<file path="src/rtl/mips_pkg.sv">
// Shared MIPS pipeline definitions: ALUOp codes,
// control-word layout and the bubble constant.
package mips_pkg;

  typedef enum logic [1:0] {
    ALUOP_RTYPE = 2'b00,
    ALUOP_JUMP  = 2'b01,
    ALUOP_NOP   = 2'b10,
    ALUOP_IMM   = 2'b11
  } aluOpE;

  localparam int C_REG_DST    = 0;
  localparam int C_ALU_SRC    = 1;
  localparam int C_MEM_TO_REG = 2;
  localparam int C_REG_WRITE  = 3;
  localparam int C_MEM_READ   = 4;
  localparam int C_MEM_WRITE  = 5;
  localparam int C_BRANCH     = 6;
  localparam int C_JUMP       = 7;
  localparam int C_SIGN_ZERO  = 8;
  localparam int C_ALU_OP_LO  = 9;
  localparam int C_ALU_OP_HI  = 10;
  localparam int CTRL_W       = 11;

  typedef logic [CTRL_W-1:0] ctrlT;

  localparam ctrlT CTRL_BUBBLE = '0;

endpackage

</file>
<file path="src/rtl/hazard_detect.sv">
// Load-use hazard compare between the load in EX
// and the instruction sitting in ID.
module hazard_detect #(
  parameter int REG_AW = 5
) (
  input  logic              exValid,
  input  logic              exMemRead,
  input  logic [REG_AW-1:0] exRt,
  input  logic              idValid,
  input  logic [REG_AW-1:0] idRs,
  input  logic [REG_AW-1:0] idRt,
  output logic              stall
);

  logic rtMatch;

  // $zero is hardwired, so a load into it never creates a dependency
  assign rtMatch = (exRt != '0) &&
                   ((exRt == idRs) || (exRt == idRt));

  assign stall = exValid && exMemRead && idValid && rtMatch;

endmodule

</file>
<file path="src/rtl/id_ex_stage_reg.sv">
// ID/EX pipeline register with load-use stall,
// bubble insertion, flush and stall-event counter.
module id_ex_stage_reg
  import mips_pkg::*;
#(
  parameter int DATA_W      = 32,
  parameter int REG_AW      = 5,
  parameter int STALL_CNT_W = 16
) (
  input  logic                   clk,
  input  logic                   rst_n,
  input  logic                   id_valid,
  input  logic                   id_reg_dst,
  input  logic                   id_alu_src,
  input  logic                   id_mem_to_reg,
  input  logic                   id_reg_write,
  input  logic                   id_mem_read,
  input  logic                   id_mem_write,
  input  logic                   id_branch,
  input  logic                   id_jump,
  input  logic                   id_sign_zero,
  input  logic [1:0]             id_alu_op,
  input  logic [DATA_W-1:0]      id_rd1,
  input  logic [DATA_W-1:0]      id_rd2,
  input  logic [DATA_W-1:0]      id_imm,
  input  logic [DATA_W-1:0]      id_pc4,
  input  logic [REG_AW-1:0]      id_rs,
  input  logic [REG_AW-1:0]      id_rt,
  input  logic [REG_AW-1:0]      id_rd,
  input  logic                   ex_flush,
  output logic                   ex_valid,
  output logic                   ex_reg_dst,
  output logic                   ex_alu_src,
  output logic                   ex_mem_to_reg,
  output logic                   ex_reg_write,
  output logic                   ex_mem_read,
  output logic                   ex_mem_write,
  output logic                   ex_branch,
  output logic                   ex_jump,
  output logic                   ex_sign_zero,
  output logic [1:0]             ex_alu_op,
  output logic [DATA_W-1:0]      ex_rd1,
  output logic [DATA_W-1:0]      ex_rd2,
  output logic [DATA_W-1:0]      ex_imm,
  output logic [DATA_W-1:0]      ex_pc4,
  output logic [REG_AW-1:0]      ex_rs,
  output logic [REG_AW-1:0]      ex_rt,
  output logic [REG_AW-1:0]      ex_rd,
  output logic                   stall,
  output logic [STALL_CNT_W-1:0] stall_count
);

  ctrlT idCtrl;
  ctrlT exCtrl;
  ctrlT nxtCtrl;

  logic              validQ;
  logic              nxtValid;
  logic [DATA_W-1:0] rd1Q, rd2Q, immQ, pc4Q;
  logic [DATA_W-1:0] nxtRd1, nxtRd2, nxtImm, nxtPc4;
  logic [REG_AW-1:0] rsQ, rtQ, rdQ;
  logic [REG_AW-1:0] nxtRs, nxtRt, nxtRd;
  logic              hazard;
  logic              load;

  logic [STALL_CNT_W-1:0] stallCnt;

  hazard_detect #(
    .REG_AW(REG_AW)
  ) uHazard (
    .exValid  (validQ),
    .exMemRead(exCtrl[C_MEM_READ]),
    .exRt     (rtQ),
    .idValid  (id_valid),
    .idRs     (id_rs),
    .idRt     (id_rt),
    .stall    (hazard)
  );

  assign stall = hazard;
  assign load  = !ex_flush && !hazard;

  always_comb begin
    idCtrl                          = CTRL_BUBBLE;
    idCtrl[C_REG_DST]               = id_reg_dst;
    idCtrl[C_ALU_SRC]               = id_alu_src;
    idCtrl[C_MEM_TO_REG]            = id_mem_to_reg;
    idCtrl[C_REG_WRITE]             = id_reg_write;
    idCtrl[C_MEM_READ]              = id_mem_read;
    idCtrl[C_MEM_WRITE]             = id_mem_write;
    idCtrl[C_BRANCH]                = id_branch;
    idCtrl[C_JUMP]                  = id_jump;
    idCtrl[C_SIGN_ZERO]             = id_sign_zero;
    idCtrl[C_ALU_OP_HI:C_ALU_OP_LO] = id_alu_op;
  end

  // flush and stall both load a fully zeroed bubble
  always_comb begin
    nxtCtrl  = CTRL_BUBBLE;
    nxtValid = 1'b0;
    nxtRd1   = '0;
    nxtRd2   = '0;
    nxtImm   = '0;
    nxtPc4   = '0;
    nxtRs    = '0;
    nxtRt    = '0;
    nxtRd    = '0;
    if (load) begin
      nxtCtrl  = id_valid ? idCtrl : CTRL_BUBBLE;
      nxtValid = id_valid;
      nxtRd1   = id_rd1;
      nxtRd2   = id_rd2;
      nxtImm   = id_imm;
      nxtPc4   = id_pc4;
      nxtRs    = id_rs;
      nxtRt    = id_rt;
      nxtRd    = id_rd;
    end
  end

  always_ff @(posedge clk or negedge rst_n) begin
    if (!rst_n) begin
      exCtrl <= CTRL_BUBBLE;
      validQ <= 1'b0;
      rd1Q   <= '0;
      rd2Q   <= '0;
      immQ   <= '0;
      pc4Q   <= '0;
      rsQ    <= '0;
      rtQ    <= '0;
      rdQ    <= '0;
    end else begin
      exCtrl <= nxtCtrl;
      validQ <= nxtValid;
      rd1Q   <= nxtRd1;
      rd2Q   <= nxtRd2;
      immQ   <= nxtImm;
      pc4Q   <= nxtPc4;
      rsQ    <= nxtRs;
      rtQ    <= nxtRt;
      rdQ    <= nxtRd;
    end
  end

  always_ff @(posedge clk or negedge rst_n) begin
    if (!rst_n) begin
      stallCnt <= '0;
    end else if (hazard && !ex_flush && (stallCnt != '1)) begin
      stallCnt <= stallCnt + 1'b1;
    end
  end

  assign ex_valid      = validQ;
  assign ex_reg_dst    = exCtrl[C_REG_DST];
  assign ex_alu_src    = exCtrl[C_ALU_SRC];
  assign ex_mem_to_reg = exCtrl[C_MEM_TO_REG];
  assign ex_reg_write  = exCtrl[C_REG_WRITE];
  assign ex_mem_read   = exCtrl[C_MEM_READ];
  assign ex_mem_write  = exCtrl[C_MEM_WRITE];
  assign ex_branch     = exCtrl[C_BRANCH];
  assign ex_jump       = exCtrl[C_JUMP];
  assign ex_sign_zero  = exCtrl[C_SIGN_ZERO];
  assign ex_alu_op     = exCtrl[C_ALU_OP_HI:C_ALU_OP_LO];
  assign ex_rd1        = rd1Q;
  assign ex_rd2        = rd2Q;
  assign ex_imm        = immQ;
  assign ex_pc4        = pc4Q;
  assign ex_rs         = rsQ;
  assign ex_rt         = rtQ;
  assign ex_rd         = rdQ;
  assign stall_count   = stallCnt;

endmodule
</file>
<file path="config.mk">
export PLATFORM = sky130hd
export DESIGN_NAME = id_ex_stage_reg
export DESIGN_NICKNAME = d
export VERILOG_FILES = /design/src/rtl/mips_pkg.sv /design/src/rtl/hazard_detect.sv /design/src/rtl/id_ex_stage_reg.sv
export SDC_FILE = /design/constraint.sdc
export NUM_CORES = 1
export LEC_CHECK = 0
export ABC_AREA = 1
export BUFFER_PORTS_ARGS = -buffer_cell sky130_fd_sc_hd__buf_2
export CAP_MARGIN = 25
export CORE_ASPECT_RATIO = 1.5
export CORE_MARGIN = 2
export CORE_UTILIZATION = 38
export DETAILED_ROUTE_END_ITERATION = 6
export HOLD_SLACK_MARGIN = 0.02
export PLACE_DENSITY = 0.72
export SYNTH_ARGS = -nofsm -noshare
export SYNTH_HDL_FRONTEND = slang
export SYNTH_HIERARCHICAL = 1
export SYNTH_SLANG_ARGS = --single-unit
</file>
<file path="constraint.sdc">
create_clock -name clk -period 1.6 [get_ports clk]
set_clock_uncertainty 0.15 [all_clocks]
set_input_delay 0.16 -clock clk [delete_from_list [all_inputs] [get_ports clk]]
set_output_delay 0.16 -clock clk [all_outputs]
set_load 0.01 [all_outputs]
</file>
Yosys cells after proc, flatten, opt, wreduce, memory -nomap -nowiden --
Cells that the tools add are included. Widths: inputs -> output; s select.
Storage, ports and cells: register bits after elaboration 171, latch bits 0, RAM bits 0, memory bits (read-only) 0, input bits 158, output and inout port bits 172, word-level logic and storage cells 35, memories kept 0
Operators by class: add/sub/neg operators 1, $mul 0, divide/modulo/power cells 0, magnitude comparators 0, eq/ne operators 3, shift operators 0, muxes and demuxes 10, bitwise gates (word level) 0, reductions and logical operators 11
Operator list (number):
- $mux 32 | 4
- $mux 11 | 2
- $add 16x1->16 const B | 1
- $ne 16x16->1 const B | 1
- $mux 5 | 3
- $eq 5x5->1 | 2
- $logic_and 1x1->1 | 7
- $reduce_bool 5->1 | 1
- $logic_not 1->1 | 2
- $logic_or 1x1->1 | 1
- $mux 1 | 1

Depth between registers and ports, before layout --
Gate-level depths: netlist of the first run.
depth after elaboration 7, mapped depth 13, mapped depth without buffers 13

By module --
Netlist of the first run, hierarchy kept.
By module, submodules not included:
- id_ex_stage_reg | instances 1, cells each 625, area an instance 6145.9 um2, seq. area each 4279.1 um2
- hazard_detect | instances 1, cells each 45, area an instance 196.4 um2, seq. area each 0.0 um2

Least setup slack after synthesis of the first run --
OpenSTA, ideal clock, no wires.
kind register -> register, start register rtQ[1] (netlist: ex_rt[1]), end register stallCnt[9] (netlist: stall_count[9]), setup time 0.065 ns, data arrival time 1.741 ns, required time 1.385 ns, setup slack -0.357 ns, cell stages (with the launch flop) 11, path buffers 0, clock period less this slack 1.957 ns, cells stage by stage dfrtp_1 -> xor2_1 -> nor2_1 -> nand3_1 -> a21oi_2 -> inv_1 -> nor2_2 -> inv_2 -> nor2_2 -> nand2_1 -> nand2_1
Between the ends: longest elaborated chain between the ends 6, elaborated cells between the ends (all ways) 8, classes of those cells eq/ne (2); reduce/logical (6)
Ends and longest elaborated chain:
- from (decl) | line id_ex_stage_reg.sv:61 | logic [REG_AW-1:0] rsQ, rtQ, rdQ;
- from (signal assigned) | line id_ex_stage_reg.sv:140 | rtQ <= nxtRt;
- $eq 5x5->1 | line hazard_detect.sv:19 | ((exRt == idRs) || (exRt == idRt));
- $logic_or 1x1->1 | line hazard_detect.sv:19
- $logic_and 1x1->1 * | line hazard_detect.sv:18 | assign rtMatch = (exRt != '0) &&
- $logic_and 1x1->1 * | line hazard_detect.sv:21 | assign stall = exValid && exMemRead && idValid && rtMatch;
- net stall | line id_ex_stage_reg.sv:49 | output logic stall,
- $logic_and 1x1->1 * (2 in series) | line id_ex_stage_reg.sv:148 | end else if (hazard && !ex_flush && (stallCnt != '1)) begin
- to (signal assigned) | line id_ex_stage_reg.sv:149 | stallCnt <= stallCnt + 1'b1;
- to (decl) | line id_ex_stage_reg.sv:66 | logic [STALL_CNT_W-1:0] stallCnt;
Mark *: on every way through the listed nets, which the timed path passes. The rest lies on a longest branch. A chain may end at the register's enable or synchronous reset.

Final worst setup path of the first run --
start register rtQ[0] (netlist: ex_rt[0]), end register immQ[8] (netlist: ex_imm[8])
Between the ends: longest elaborated chain between the ends 7, elaborated cells between the ends (all ways) 9, classes of those cells eq/ne (2); mux (1); reduce/logical (6)
Ends and longest elaborated chain:
- $eq 5x5->1 | line hazard_detect.sv:19
- $logic_or 1x1->1 | line hazard_detect.sv:19
- $logic_and 1x1->1 * | line hazard_detect.sv:18
- $logic_and 1x1->1 * | line hazard_detect.sv:21
- $logic_not 1->1 * | line id_ex_stage_reg.sv:81 | assign load = !ex_flush && !hazard;
- $logic_and 1x1->1 * | line id_ex_stage_reg.sv:81
- $mux 32 * | line id_ex_stage_reg.sv:108 | if (load) begin
- net nxtImm[8] | line id_ex_stage_reg.sv:60 | logic [DATA_W-1:0] nxtRd1, nxtRd2, nxtImm, nxtPc4;
- to (signal assigned) | line id_ex_stage_reg.sv:137 | immQ <= nxtImm;
- to (decl) | line id_ex_stage_reg.sv:59 | logic [DATA_W-1:0] rd1Q, rd2Q, immQ, pc4Q;
Marks and branches as above.

==> impl_metrics.csv, run 1 <==
group,metric,value,unit
floorplan,ios,330,
sta,tightestPinTransition,0.386,ns
layout,final_nets,1345,
worst_setup_path,cp_max_fo,42,
worst_hold_path,worst_hold_path_type,"in -> reg",
routing,routed-wl-met3,1190,µm
grt,grtUsageTotal,0.234,
worst_setup_path,worst-r2r-cell-count,8,
synthesis,synth_xor_area_frac,0.0124,
worst_setup_path,endpoint,"ex_imm[8]",
sta,hold_viol,0,
clock_network,cts_buffers,17,
synthesis,synth.area.mux_share,0,
routing,route.detailed.wl_per_inst,15.1,µm
run_status,run_status,"finished, violations left",
power,power.leakage,6.35,nW
routing,top_layer_used,"met4",
layout,syn_to_final_growth,69.3,%
power,ir_worst_vdd,791,µV
placement,dp_cells,1213,
placement,routability_congestion_estimate,0.831,
worst_setup_path,crit-reg2reg-capture,"ex_imm[8]",
grt,antenna_violations_before_repair,0,
synthesis,synth_area,0.00634,mm²
synthesis,ys_seq_elements,171,
clock_network,clk_latency,0.41,ns
sta,final.setup.tns,-36.78,ns
synthesis,synth_compound_gate_area_share,0.00217,
routing,detailed_route_wire_length_on_metal_1,7470,µm
synthesis,synthesis.nets,829,
clock_network,cts_tree,"yes",
synthesis,synth_warnings,6,
synthesis,syn-mean-instance-area,9.47,µm²
floorplan,core_region_area,0.0163,mm²
synthesis,area_fraction_in_and_or_nand_and_nor_cells_after_synthesis,0.199,
placement,dp_hpwl,13000,µm
sta,final_critical_path_setup_slack,-0.307,ns
floorplan,area_of_the_die,0.0178,mm²
worst_setup_path,worst_r2r_startpoint,"ex_rt[0]",
worst_setup_path,critPathArrivalTime,2.08,ns
worst_setup_path,critical_path_class,"reg -> reg",
run_status,violations,"negative setup slack",
layout,most_frequent_standard_cell_in_the_layout_excluding_fill_and_tap_cells,"buf_2",
layout,most-common-layout-cells,"buf_2 (328), nor2_1 (173), dfrtp_1 (169)",
clock_network,clockBufferDepth,2,
placement,portBuffers,329,
synthesis,post_synth_num_cell_types,23,
worst_setup_path,crit_end_category,"flip-flop",
routing,via_per_inst,4.31,
routing,routed_wirelength,21200,µm
routing,drt_drc_violations_left,0,
layout,final-instance-count-excl-fill,1405,
worst_setup_path,worstSetupStartpointType,"flip-flop",
worst_setup_path,startpoint,"ex_rt[0]",
sta,number_of_failing_setup_endpoints_in_the_final_timing_report,171,
synthesis,synthCells,670,
grt,via_count_of_the_first_global_routing_pass,6490,
routing,routed-via-count,6055,
clock_network,clkSinkCount,171,
synthesis,synth_top_area_frac,0.675,
worst_setup_path,wp_data_required,1.77,ns
sta,fmax,0.524,GHz
synthesis,post-synth-top-area-cell,"dfrtp_1",
floorplan,chipWidth,109,µm
clock_network,cts_htree_levels,4,
sta,report.final.slew_viol_count,0,
grt,wire_length_of_the_first_global_routing_pass,31500,µm
worst_setup_path,ff2ff_setup_slack,-0.31,ns
power,cellPowerDensity,953,mW/mm²
synthesis,largest_family_of_logic_cells_by_synthesized_area,"simple AND/OR/NAND/NOR gates",
floorplan,die_height,162,µm
routing,postRouteAntennaNets,0,
sta,final.period_utilization,1.19,
grt,grt_remaining_overflow,0,
layout,fraction_of_final_layout_cells_sized_beyond_drive_strength_1,0.350,
sta,timing.final.crit_period,1.91,ns
routing,met2_length,11600,µm
floorplan,rows,57,
routing,length_of_the_first_detailed_routing_pass_in_iterations,4,
placement,pre_cts_ws,-0.321,ns
clock_network,clk_pin_slew,0.07,ns
clock_network,clockRootBuffer,"clkbuf_16",
job,drv.max_cap_violation_count,0,
synthesis,leading_post_synthesis_cells_by_cell_area,"dfrtp_1 (67%), nor2_1 (11%), inv_1 (9.5%)",
sta,timing.slew.headroom,0.743,
floorplan,starting_density_of_the_core,0.390,
synthesis,yosysSeqAreaShare,0.675,
layout,number_of_inserted_diodes,0,
grt,grt_start_max_net_pins,45,
sta,grt_setup_unrepaired,"yes",
routing,initialDrtViolationCount,239,
synthesis,yosys.area_share.adder,0.00197,
[what timing repair did]
action | CTS | global route
setup endpoints to repair | 171 | 172
hold endpoints to repair | 326 | 0
pin swaps | 1 | 4
cloned | 1 | 1
setup buffers | 1 | 0
gates resized for setup | 3 | 10
hold buffers | 157 | 0
[layout make-up]
| type | instances | area [µm²] |
|---|---|---|
| clock buffer | 19 | 453 |
| clock inverter | 13 | 175 |
| fill | 1177 | 5530 |
| inverter | 166 | 626 |
| multi-input combinational | 317 | 1420 |
| sequential | 171 | 4280 |
| tap | 206 | 258 |
| timing repair buffer | 513 | 3520 |
[power by group]
part           switching (mW)  leakage (nW)  internal, mW  total, mW
clock network            1.78         0.307          2.58       4.36
logic                   0.639          3.82         0.660       1.30
registers              0.0601          2.22          4.52       4.58
total                    2.48          6.35          7.76       10.2
[routing by layer]
metal,up-vias,global-route usage
met2,237,0.423
met5,-,0
li1,2920,-
met4,0,0.123
met1,2830,0.244
met3,68,0.0582
[worst min path at each step]
stage,from,end,slack (ns),depth (start not counted)
3_5_place_dp,rst_n,ex_pc4[1],-0.05,1
3_3_place_gp,rst_n,ex_pc4[1],-0.05,1
6_report,id_valid,exCtrl[9],0.05,4
5_1_grt,id_valid,exCtrl[3],0.04,4
4_1_cts,id_valid,exCtrl[9],0.02,4
2_1_floorplan,rst_n,exCtrl[0],-0.29,0
[flip-flops by register name (all words and copies together), names as in the netlist]
signal	flops
exCtrl	11
ex_imm	32
ex_pc4	32
ex_rd	5
ex_rd1	32
ex_rd2	32
ex_rs	5
ex_rt	5
ex_valid	1
stall_count	16
[critical path, cell delays in order (launching register included)]
cell     delay [ns]
dfrtp_2        0.44
nor2_1         0.15
nand4_1        0.11
nand4_1        0.12
a21oi_2        0.06
nor2_1         0.25
inv_4          0.14
buf_12         0.20
nor2_1         0.18
[logic make-up (layout without fill, tap and decap cells)]
kind of cell,Yosys count,in the layout
flops,171,171
fa+ha+maj,1,1
simple gates,304,305
compound gates,2,2
buf+inv,183,711
xor+xnor,9,9
[synth_stat cells, drive strengths merged]
cell type,count
nor2,184
dfrtp,171
inv,165
nand2,100
clkbuf,10
nand3,9
buf,7
nand4,6
nand3b,5
xnor2,5
xor2,4
a21oi,1
clkinv,1
ha,1
o21ai,1
[per-stage QoR]
stage,instance area (µm²),hold slack (ns),util,total power [mW]
2_1_floorplan,6490,-0.286,-,5.04
3_3_place_gp,8460,-0.0521,0.520,5.59
3_5_place_dp,8460,-0.0501,0.520,5.61
4_1_cts,10700,0.0220,0.657,10.3
5_1_grt,10700,0.0437,0.660,10.6
6_report,10700,0.0473,0.660,10.2
No activity file was read; power rests on OpenSTA's default activity.
==> run 2, diff against run 1 <==
--- a/config.mk
+++ b/config.mk
@@ -5,16 +5,15 @@
 export SDC_FILE = /design/constraint.sdc
 export NUM_CORES = 1
 export LEC_CHECK = 0
-export ABC_AREA = 1
 export BUFFER_PORTS_ARGS = -buffer_cell sky130_fd_sc_hd__buf_2
 export CAP_MARGIN = 25
-export CORE_ASPECT_RATIO = 1.5
 export CORE_MARGIN = 2
 export CORE_UTILIZATION = 38
 export DETAILED_ROUTE_END_ITERATION = 6
 export HOLD_SLACK_MARGIN = 0.02
-export PLACE_DENSITY = 0.72
+export PLACE_DENSITY = 0.73
 export SYNTH_ARGS = -nofsm -noshare
 export SYNTH_HDL_FRONTEND = slang
 export SYNTH_HIERARCHICAL = 1
 export SYNTH_SLANG_ARGS = --single-unit
+export TNS_END_PERCENT = 50
==> run 2 against run 1 <==
  * The flow still finishes with violations (negative setup slack)
  * Non-clock buffer count rose by 44
  * Hold slack improved by 0.024 ns
  * Maximum frequency fell by 20%
  * Critical path depth did not move
  * Sequential share of layout area fell by 0.87 points
  * Flip-flop and latch count did not move
  * Register-to-register slack got worse by 0.48 ns
  * Die area fell by 7.3%
  * Total power fell by 1.7%
  * Highest routed layer unchanged
==> impl_metrics.csv, run 2 <==
group,metric,value,unit
run_status,run_status,"finished, violations left",
run_status,violations,"negative setup slack",
routing,length_of_the_first_detailed_routing_pass_in_iterations,4,
layout,final_core_util,0.724,
worst_setup_path,worstSetupStartpointType,"flip-flop",
routing,via_per_inst,4.53,
synthesis,synthTopCellsByCount,"dfrtp_1 (171), and2_1 (144), clkbuf_1 (18)",
synthesis,synth_edf_count,0,
clock_network,cts_tree,"yes",
worst_setup_path,cp_max_fo,4,
synthesis,synth_xor_area_frac,0.0343,
layout,syn_to_final_growth,86.9,%
job,drv.max_cap_violation_count,0,
floorplan,starting_density_of_the_core,0.388,
grt,grt_remaining_overflow,0,
synthesis,synth_top_area_frac,0.729,
clock_network,clk_latency,0.41,ns
grt,antenna_violations_before_repair,1,
worst_setup_path,critPathArrivalTime,2.53,ns
clock_network,clkSinkCount,171,
layout,most_frequent_standard_cell_in_the_layout_excluding_fill_and_tap_cells,"buf_2",
routing,postRouteAntennaNets,0,
power,ir_worst_vdd,679,µV
sta,report.final.slew_viol_count,0,
floorplan,core_region_area,0.0151,mm²
power,power.leakage,5.84,nW
sta,number_of_failing_setup_endpoints_in_the_final_timing_report,172,
synthesis,synth.area.mux_share,0.00192,
routing,drt_drc_violations_left,0,
synthesis,syn-mean-instance-area,13.9,µm²
grt,wire_length_of_the_first_global_routing_pass,31100,µm
grt,grt_start_max_net_pins,58,
sta,timing.final.crit_period,2.39,ns
floorplan,area_of_the_die,0.0165,mm²
layout,nFillCells,943,
synthesis,ys_seq_elements,171,
synthesis,synth_warnings,6,
floorplan,rows,45,
clock_network,clockBufferDepth,2,
sta,hold_viol,0,
placement,dp_hpwl,11300,µm
synthesis,area_fraction_in_and_or_nand_and_nor_cells_after_synthesis,0.214,
sta,grt_setup_unrepaired,"yes",
synthesis,synth-main-ff-cell,"dfrtp_1",
sta,tightestPinTransition,0.503,ns
layout,fraction_of_final_layout_cells_sized_beyond_drive_strength_1,0.476,
worst_setup_path,crit_end_category,"flip-flop",
synthesis,synthCells,422,
synthesis,post_synth_num_cell_types,29,
layout,final_nets,1139,
routing,routed-via-count,5349,
worst_setup_path,wp_data_required,1.75,ns
synthesis,synth_area,0.00587,mm²
routing,route.detailed.wl_per_inst,17.7,µm
placement,portBuffers,329,
synthesis,leading_post_synthesis_cells_by_cell_area,"dfrtp_1 (73%), and2_1 (15%), xor2_1 (2.4%)",
floorplan,chipWidth,128,µm
power,cellPowerDensity,917,mW/mm²
synthesis,largest_family_of_logic_cells_by_synthesized_area,"simple AND/OR/NAND/NOR gates",
floorplan,ios,330,
floorplan,die_height,128,µm
routing,routed_wirelength,20900,µm
grt,via_count_of_the_first_global_routing_pass,5927,
layout,most-common-layout-cells,"buf_2 (328), dfrtp_1 (171), dlygate4sd3_1 (155)",
worst_setup_path,critical_path_class,"reg -> reg",
sta,final.period_utilization,1.49,
placement,routability_congestion_estimate,0.792,
clock_network,clockRootBuffer,"clkbuf_16",
synthesis,yosysSeqAreaShare,0.729,
clock_network,cts_buffers,17,
synthesis,yosys.area_share.adder,0.00213,
synthesis,synth_compound_gate_area_share,0.00490,
worst_setup_path,ff2ff_setup_slack,-0.79,ns
worst_hold_path,worst_hold_path_type,"in -> async",
grt,grtUsageTotal,0.253,
synthesis,synth_async_sr_flop_share,1.00,
sta,hold_ws,0.0715,ns
synthesis,synthesis.nets,581,
routing,initialDrtViolationCount,201,
clock_network,cts_htree_levels,4,
sta,final_critical_path_setup_slack,-0.788,ns
sta,timing.slew.headroom,0.662,
synthesis,post-synth-top-area-cell,"dfrtp_1",
sta,fmax,0.419,GHz
synthesis,yosys.cell_count.top_type,"dfrtp_1",
clock_network,clk_pin_slew,0.06,ns
## run 2: cell types whose count changed in the layout (fill, tap and decap cells not counted), moves of 7 or more
cell	change
buf_4	+24
xor2_1	+11
and3_1	+11
nor2_1	-172
and2_4	+11
inv_1	-156
nand2_2	-7
buf_16	+11
nand2_1	-87
and2_1	+133
buf_6	+7
## run 2: what timing repair did
| item | in CTS | in global routing |
|---|---|---|
| endpoints found under the hold margin | 325 | 0 |
| resized for setup | 42 | 24 |
| pin swaps | 13 | 18 |
| hold buffers | 155 | 0 |
| gates cloned | 10 | 3 |
| setup endpoints to repair | 172 | 172 |
| setup buffers | 12 | 3 |
## run 2: layout make-up
| cell class | count | area, µm² | area share |
|---|---|---|---|
| Clock inverter | 9 | 114 | 0.0104 |
| Antenna cell | 1 | 2.50 | 0.000228 |
| Clock buffer | 22 | 474 | 0.0432 |
| Sequential cell | 171 | 4280 | 0.390 |
| Inverter | 3 | 11.3 | 0.00103 |
| Timing Repair Buffer | 557 | 4140 | 0.377 |
| Multi-Input combinational cell | 230 | 1720 | 0.157 |
| Tap cell | 188 | 235 | 0.0214 |
## run 2: worst max-delay path: stages, from the launching register on
cell and delay [ns]:
dfrtp_1 0.43, xor2_1 0.16, nor3_1 0.22, nand3_1 0.14, a21oi_2 0.23, nand3b_1 0.12, or2_4 0.25, or4_4 0.43
xnor2_2 0.15
## run 2: kinds of logic (layout without fill, tap and decap cells)
family	count (synthesis)	after routing
adders and majority gates	1	1
xor gates and xnor gates	23	23
AOI/OAI and AO/OA	5	5
muxes	1	1
other	0	1
DFF	171	171
buffers and inverters	21	591
and+or+nand+nor	200	200
## run 2: final timing paths
| check | start | to | cells after the start |
|---|---|---|---|
| setup / recovery | ex_rt[4] | stall_count[8] | 8 |
| hold / removal | rst_n | ex_rs[3] | 2 |
| setup reg to reg | ex_rt[4] | stall_count[8] | 8 |
| hold reg to reg | stall_count[11] | stall_count[11] | 2 |
| max in group asynchronous | rst_n | ex_rd1[22] | 3 |
| min in group clk | id_valid | ex_valid | 3 |
## run 2: report_power, final
part,leakage (nW),switching [mW],internal [mW]
combinational,3.35,0.594,0.800
clock,0.279,1.66,2.42
sequential,2.21,0.0630,4.52
total,5.84,2.32,7.74
## run 2: routing by layer
| metal | GRT usage | up-vias | share of wire |
|---|---|---|---|
| met4 | 0.113 | 0 | 0.023 |
| met2 | 0.457 | 245 | 0.53 |
| li1 | - | 2461 | - |
| met5 | 0 | - | 0 |
| met1 | 0.275 | 2599 | 0.37 |
| met3 | 0.0730 | 44 | 0.073 |
## run 2: through the flow
step	power [mW]	std cells	setup TNS (ns)	cell area, µm²	setup slack, ns
global route	10.5	1181	-126.74	11000	-0.877
CTS	10.1	1174	-118.31	10800	-0.763
finish	10.1	1181	-111.98	11000	-0.788
detailed placement	5.52	966	-117.17	8110	-0.753
global placement	5.50	966	-101.55	8110	-0.712
floorplan	4.99	422	-87.74	5990	-0.766
